===== src/rtl/rename_regfile_if.sv =====
// rename_regfile_if: operand lookup, dispatch, commit and checkpoint signals of the rename register file.
interface rename_regfile_if #(
    parameter int XLEN  = 32,
    parameter int NREG  = 32,
    parameter int TAG_W = 4,
    parameter int NRP   = 2,
    parameter int NCKPT = 2
);
    localparam int RW = $clog2(NREG);
    localparam int CW = NCKPT > 1 ? $clog2(NCKPT) : 1;
    logic                  rdy;
    logic                  flush;
    logic [NRP-1:0]        rd_en;
    logic [NRP*RW-1:0]     rd_addr;
    logic [NRP-1:0]        rd_valid;
    logic [NRP-1:0]        rd_busy;
    logic [NRP*XLEN-1:0]   rd_data;
    logic                  disp_en;
    logic [RW-1:0]         disp_rd;
    logic [TAG_W-1:0]      disp_tag;
    logic                  cmt_en;
    logic [RW-1:0]         cmt_rd;
    logic [TAG_W-1:0]      cmt_tag;
    logic [XLEN-1:0]       cmt_data;
    logic                  ck_save;
    logic [CW-1:0]         ck_save_id;
    logic                  ck_restore;
    logic [CW-1:0]         ck_restore_id;

    modport master (
        output rdy, flush, rd_en, rd_addr, disp_en, disp_rd, disp_tag,
               cmt_en, cmt_rd, cmt_tag, cmt_data, ck_save, ck_save_id, ck_restore, ck_restore_id,
        input  rd_valid, rd_busy, rd_data
    );
    modport slave (
        input  rdy, flush, rd_en, rd_addr, disp_en, disp_rd, disp_tag,
               cmt_en, cmt_rd, cmt_tag, cmt_data, ck_save, ck_save_id, ck_restore, ck_restore_id,
        output rd_valid, rd_busy, rd_data
    );
endinterface


===== src/rtl/rename_regfile.sv =====
// rename_regfile: architectural register file with ROB-tag renaming, commit bypass and branch checkpoints.
module rename_regfile #(
    parameter int XLEN  = 32,
    parameter int NREG  = 32,
    parameter int TAG_W = 4,
    parameter int NRP   = 2,
    parameter int NCKPT = 2
) (
    input logic clk,
    input logic rst,
    rename_regfile_if.slave rf
);
    localparam int RW = $clog2(NREG);

    logic [XLEN-1:0]  v_q [NREG];
    logic [XLEN-1:0]  v_d [NREG];
    logic [NREG-1:0]  b_q, b_d;
    logic [TAG_W-1:0] q_q [NREG];
    logic [TAG_W-1:0] q_d [NREG];
    logic [NREG-1:0]  cb_q [NCKPT];
    logic [NREG-1:0]  cb_d [NCKPT];
    logic [TAG_W-1:0] cq_q [NCKPT][NREG];
    logic [TAG_W-1:0] cq_d [NCKPT][NREG];
    logic cmt, disp, save, rest, v_wr;

    always_comb begin
        cmt  = rf.cmt_en && rf.rdy && rf.cmt_rd != '0;
        disp = rf.disp_en && rf.rdy && rf.disp_rd != '0;
        save = rf.ck_save && rf.rdy && int'(rf.ck_save_id) < NCKPT;
        rest = rf.ck_restore && rf.rdy && int'(rf.ck_restore_id) < NCKPT;
        v_wr = rf.cmt_en && rf.cmt_rd != '0 && (rf.rdy || rf.flush);
        v_d  = v_q;
        b_d  = b_q;
        q_d  = q_q;
        cb_d = cb_q;
        cq_d = cq_q;
        if (v_wr)
            v_d[rf.cmt_rd] = rf.cmt_data;
        for (int c = 0; c < NCKPT; c++)
            if (cmt && cq_q[c][rf.cmt_rd] == rf.cmt_tag)
                cb_d[c][rf.cmt_rd] = 1'b0;
        if (rf.flush) begin
            b_d = '0;
            for (int c = 0; c < NCKPT; c++)
                cb_d[c] = '0;
        end else if (rest) begin
            // the restored snapshot already carries this cycle's commit clear
            b_d = cb_d[rf.ck_restore_id];
            q_d = cq_q[rf.ck_restore_id];
        end else begin
            if (cmt && q_q[rf.cmt_rd] == rf.cmt_tag)
                b_d[rf.cmt_rd] = 1'b0;
            if (disp) begin
                b_d[rf.disp_rd] = 1'b1;
                q_d[rf.disp_rd] = rf.disp_tag;
            end
            if (save) begin
                cb_d[rf.ck_save_id] = b_d;
                cq_d[rf.ck_save_id] = q_d;
            end
        end
    end

    always_ff @(posedge clk) begin
        if (rst) begin
            v_q  <= '{default: '0};
            b_q  <= '0;
            cb_q <= '{default: '0};
        end else begin
            v_q  <= v_d;
            b_q  <= b_d;
            q_q  <= q_d;
            cb_q <= cb_d;
            cq_q <= cq_d;
        end
    end

    // register 0 is never marked busy, so its lookup falls through to v_q[0], which stays 0
    for (genvar r = 0; r < NRP; r++) begin : g_rd
        logic [RW-1:0] a;
        logic en, byp, pend;
        assign a    = rf.rd_addr[r*RW +: RW];
        assign en   = rf.rd_en[r] && !rst && !rf.flush;
        assign byp  = cmt && rf.cmt_rd == a && rf.cmt_tag == q_q[a];
        assign pend = b_q[a] && !byp;
        assign rf.rd_valid[r] = en;
        assign rf.rd_busy[r]  = en && pend;
        assign rf.rd_data[r*XLEN +: XLEN] = !en ? '0 : pend ? XLEN'(q_q[a]) : b_q[a] ? rf.cmt_data : v_q[a];
    end
endmodule


===== src/flat_wrapper.sv =====
// flat-port wrapper written by rule: the top's interface ports become plain ports
module rename_regfile_flat 
#(
    parameter int XLEN  = 32,
    parameter int NREG  = 32,
    parameter int TAG_W = 4,
    parameter int NRP   = 2,
    parameter int NCKPT = 2
)
  (clk, rst, rf_rdy, rf_flush, rf_rd_en, rf_rd_addr, rf_disp_en, rf_disp_rd, rf_disp_tag, rf_cmt_en, rf_cmt_rd, rf_cmt_tag, rf_cmt_data, rf_ck_save, rf_ck_save_id, rf_ck_restore, rf_ck_restore_id, rf_rd_valid, rf_rd_busy, rf_rd_data);
  rename_regfile_if #(.XLEN(XLEN), .NREG(NREG), .TAG_W(TAG_W), .NRP(NRP), .NCKPT(NCKPT)) rf_i ();
  input logic clk;
  input logic rst;
  input wire logic [$bits(rf_i.rdy)-1:0] rf_rdy;
  input wire logic [$bits(rf_i.flush)-1:0] rf_flush;
  input wire logic [$bits(rf_i.rd_en)-1:0] rf_rd_en;
  input wire logic [$bits(rf_i.rd_addr)-1:0] rf_rd_addr;
  input wire logic [$bits(rf_i.disp_en)-1:0] rf_disp_en;
  input wire logic [$bits(rf_i.disp_rd)-1:0] rf_disp_rd;
  input wire logic [$bits(rf_i.disp_tag)-1:0] rf_disp_tag;
  input wire logic [$bits(rf_i.cmt_en)-1:0] rf_cmt_en;
  input wire logic [$bits(rf_i.cmt_rd)-1:0] rf_cmt_rd;
  input wire logic [$bits(rf_i.cmt_tag)-1:0] rf_cmt_tag;
  input wire logic [$bits(rf_i.cmt_data)-1:0] rf_cmt_data;
  input wire logic [$bits(rf_i.ck_save)-1:0] rf_ck_save;
  input wire logic [$bits(rf_i.ck_save_id)-1:0] rf_ck_save_id;
  input wire logic [$bits(rf_i.ck_restore)-1:0] rf_ck_restore;
  input wire logic [$bits(rf_i.ck_restore_id)-1:0] rf_ck_restore_id;
  output wire logic [$bits(rf_i.rd_valid)-1:0] rf_rd_valid;
  output wire logic [$bits(rf_i.rd_busy)-1:0] rf_rd_busy;
  output wire logic [$bits(rf_i.rd_data)-1:0] rf_rd_data;
  assign rf_i.rdy = rf_rdy;
  assign rf_i.flush = rf_flush;
  assign rf_i.rd_en = rf_rd_en;
  assign rf_i.rd_addr = rf_rd_addr;
  assign rf_i.disp_en = rf_disp_en;
  assign rf_i.disp_rd = rf_disp_rd;
  assign rf_i.disp_tag = rf_disp_tag;
  assign rf_i.cmt_en = rf_cmt_en;
  assign rf_i.cmt_rd = rf_cmt_rd;
  assign rf_i.cmt_tag = rf_cmt_tag;
  assign rf_i.cmt_data = rf_cmt_data;
  assign rf_i.ck_save = rf_ck_save;
  assign rf_i.ck_save_id = rf_ck_save_id;
  assign rf_i.ck_restore = rf_ck_restore;
  assign rf_i.ck_restore_id = rf_ck_restore_id;
  assign rf_rd_valid = rf_i.rd_valid;
  assign rf_rd_busy = rf_i.rd_busy;
  assign rf_rd_data = rf_i.rd_data;
  rename_regfile #(.XLEN(XLEN), .NREG(NREG), .TAG_W(TAG_W), .NRP(NRP), .NCKPT(NCKPT)) u_core (.clk(clk), .rst(rst), .rf(rf_i));
endmodule

===== config.mk =====
export PLATFORM = sky130hd
export DESIGN_NAME = rename_regfile_flat
export DESIGN_NICKNAME = d
export VERILOG_FILES = /design/src/rtl/rename_regfile_if.sv /design/src/rtl/rename_regfile.sv /design/src/flat_wrapper.sv
export SDC_FILE = /design/constraint.sdc
export NUM_CORES = 2
export LEC_CHECK = 0
export BUFFER_PORTS_ARGS = -buffer_cell sky130_fd_sc_hd__buf_2
export CAP_MARGIN = 20
export CORE_MARGIN = 2
export CORE_UTILIZATION = 50
export DETAILED_ROUTE_END_ITERATION = 10
export HOLD_SLACK_MARGIN = 0.06
export PLACE_DENSITY = 0.66
export SLEW_MARGIN = 30
export SYNTH_ARGS = -nofsm -noshare
export SYNTH_HDL_FRONTEND = slang
export SYNTH_SLANG_ARGS = --single-unit
export TNS_END_PERCENT = 10

===== constraint.sdc =====
create_clock -name clk -period 9.2 [get_ports clk]
set_input_delay 0 -clock clk [delete_from_list [all_inputs] [get_ports clk]]
set_output_delay 0 -clock clk [all_outputs]
set_load 0.01 [all_outputs]

==> metrics.md <==
| Metric | Value |
|---|---|
| Setup Viol. Count Final | 0 |
| GRT Total Usage | 35.9% |
| Synth warn | 0 |
| Setup crit end kind | output pin |
| Slew margin rel. | 23.9% |
| Final weighted congestion in routability-driven placement | 0.950 |
| Crit path kind | input pin to output pin |
| Worst-case clock buffer depth | 3 |
| Routed WL | 300 mm |
| Cell Area, Synth | 79600 sq um |
| DR vias | 66900 |
| DRT Pass-1 Iters | 9 |
| TritonCTS Buffers | 162 |
| DRT iter0 DRCs | 10600 |
| Fin area | 87500 sq um |
| Worst skew pair latency | 840 ps |
| Die width | 403 microns |
| Final std cells w/o fill | 9729 |
| CTS Hold Bufs | 51 |
| Max Cap Violations | 0 |
| Port Buffer Count | 139 |
| CP startpoint kind | input pin |
| Via count of the first global-routing pass | 64000 |
| Fillers | 13400 |
| Starting density of the core | 50.3% |
| Final setup skew | 32.2 ps |
| Achievable clock frequency | 205 MHz |
| Min-Delay Path Class | input pin to flip-flop |
| Largest net degree at the start of global routing | 204 |
| H-tree depth | 4 |
| Critical path peak fanout | 134 |
| Final period utilization | 52.9% |
| Post-Syn Instances | 7819 |
| Net count, final | 7588 |
| Hold Fails Final Rpt | 0 |
| RSZ-0062 raised after global routing | no |
| Leakage | 28.6 nW |
| Die height | 403 microns |
| CTS root buf | clkbuf_16 |
| Core ar. | 158000 sq um |
| ANT nets after route | 0 |
| Tmin final | 4870 ps |
| Worst vdd ir | 0.162 mV |
| Hpwl dp | 166 mm |
| DRC | 0 |
| Clock Sinks | 1504 |
| # rows | 146 |
| Status | finished, final reports clean |
| Setup WS pre-CTS | 4150 ps |
| Vias per cell | 6.88 |
| P&R area growth vs syn | 9.87% |
| Avg Synthesized Cell Area | 10.2 sq um |
| Syn Nets | 7891 |
| PwrDens | 170 nW/um^2 |
| Total gr overflow | 0 |
| Post-synth cell types | 67 |
| Total negative slack | 0 ps |
| DIE AREA | 162000 sq um |
| Layout cells sized above 1 | 22.5% |
| Worst Path Arrival | 4870 ps |
| Data required, critical path | 9200 ps |
| Storage cell area | 34000 sq um |
| Ys flop type | dfxtp_1 |
| Initial antenna violation count | 13 |
| Hold_ws | 163 ps |
| Fraction of registers with async set/reset | 0% |
| Final Max Tran Viols | 0 |
| Multi-input logic area | 42800 sq um |
| Final WS setup | 4330 ps |
| Placed Area | 81400 sq um |
| Number of synthesized register bits | 1504 |
| Final core utilization | 55.3% |
| Tot Pwr | 14.9 mW |
| First-pass GRT wire length | 430 mm |
| Clock slew at reported path FFs | 60 ps |
| IO Pins | 140 |
| Sequential share of the synthesized area | 42.6% |
| Setup Fix Bufs, Post-CTS | 0 |
| Placed cells | 9369 |
| CTS tree | yes |
| WL/cell | 30.8 microns |
| Post-synth EDFFs | 384 |
| Worst Max-Slew Pin Slew | 1140 ps |
| PostCTS Resize Cnt | 0 |
## layer usage
metal | vias to the layer above | part of all wire, % | track usage, %
met5 | - | 0.075 | 0
met1 | 33000 | 36 | 46.4
met4 | 24 | 6.4 | 20.2
met2 | 4924 | 44 | 53.4
met3 | 1147 | 14 | 11.6
li1 | 27800 | - | -
## where the power goes
group	leakage, nW	switching, mW	total, mW	internal [mW]
registers	12.5	0.0580	6.90	6.84
logic	13.4	0.819	1.24	0.419
clock network	2.66	2.89	6.73	3.85
## registers in the layout, summed over array words and instances (netlist names)
signal and count:
u_core.cq_q 256, u_core.cb_q 64, u_core.v_q 1024, u_core.q_q 128
u_core.b_q 32
## final cells by class
cell class	instances	share of cell area (%)
Multi-Input combinational cell	5503	49.0
Sequential cell	1504	38.8
Clock buffer	241	5.41
Tap cell	2072	2.96
Timing Repair Buffer	331	2.96
Clock inverter	62	0.804
Inverter	14	0.0672
Antenna cell	2	0.00572
## Yosys cell counts (11+ instances only)
master	instances	share of area, %
dfxtp_1	1120	28
clkbuf_2	27	0.17
a21oi_1	1087	6.8
nand3_1	23	0.14
nor4_1	27	0.21
o211ai_1	94	0.89
nor3_1	13	0.082
mux4_2	713	20
buf_1	154	0.73
nor2_1	160	0.75
edfxtp_1	384	14
clkbuf_1	514	2.4
buf_6	11	0.16
nand2_1	2259	11
mux2i_1	303	3.8
o22ai_1	96	0.75
xnor2_1	15	0.17
and3_1	11	0.086
buf_2	87	0.55
inv_1	13	0.061
a211oi_1	48	0.45
o21ai_0	37	0.23
mux2_2	335	4.7
nor2b_1	43	0.34
a311o_1	92	1.2
o211ai_2	31	0.49
## placed cells by master (no fill, tap or decap), types with 92 or more instances in the layout
| cell | instances |
|---|---|
| o22ai_1 | 96 |
| a21oi_1 | 1087 |
| mux4_2 | 713 |
| dfxtp_1 | 1120 |
| nor2_1 | 123 |
| mux2i_1 | 300 |
| edfxtp_1 | 384 |
| clkbuf_16 | 163 |
| o211ai_1 | 94 |
| buf_4 | 121 |
| a311o_1 | 92 |
| buf_2 | 127 |
| nand2_1 | 2225 |
| mux2_2 | 335 |
## worst paths after layout
kind | slack, ps | end | start | depth (start not counted)
worst max-delay path | 4330 | rf_rd_data[9] | rf_rd_addr[1] | 12
worst min-delay path | 160 | u_core.cb_q[0] | rf_ck_save | 7
worst max register to register | 4980 | u_core.cb_q[6] | u_core.cq_q[116] | 8
worst min register to register | 460 | u_core.v_q[929] | u_core.v_q[929] | 2
## kinds of logic (layout without fill, tap and decap cells)
| group | after synthesis | after routing | share of synthesized area, % |
|---|---|---|---|
| buf+inv | 812 | 648 | 4.13 |
| compound gates | 1536 | 1536 | 11.4 |
| flops | 1504 | 1504 | 42.6 |
| simple gates | 2595 | 2595 | 12.9 |
| xor+xnor | 21 | 21 | 0.231 |
| mux | 1351 | 1351 | 28.7 |
| other cells | 0 | 2 | 0 |
## critical path, stage by stage
cell and delay (ps):
buf_8 580, buf_12 810, mux4_2 590, or2_2 280, nand3_1 70, nand4_1 240
xnor2_1 220, o2111a_1 230, o21ai_4 840, buf_4 360, a211oi_1 90, buf_2 200
Note: power is estimated with default switching activity, not from simulation.
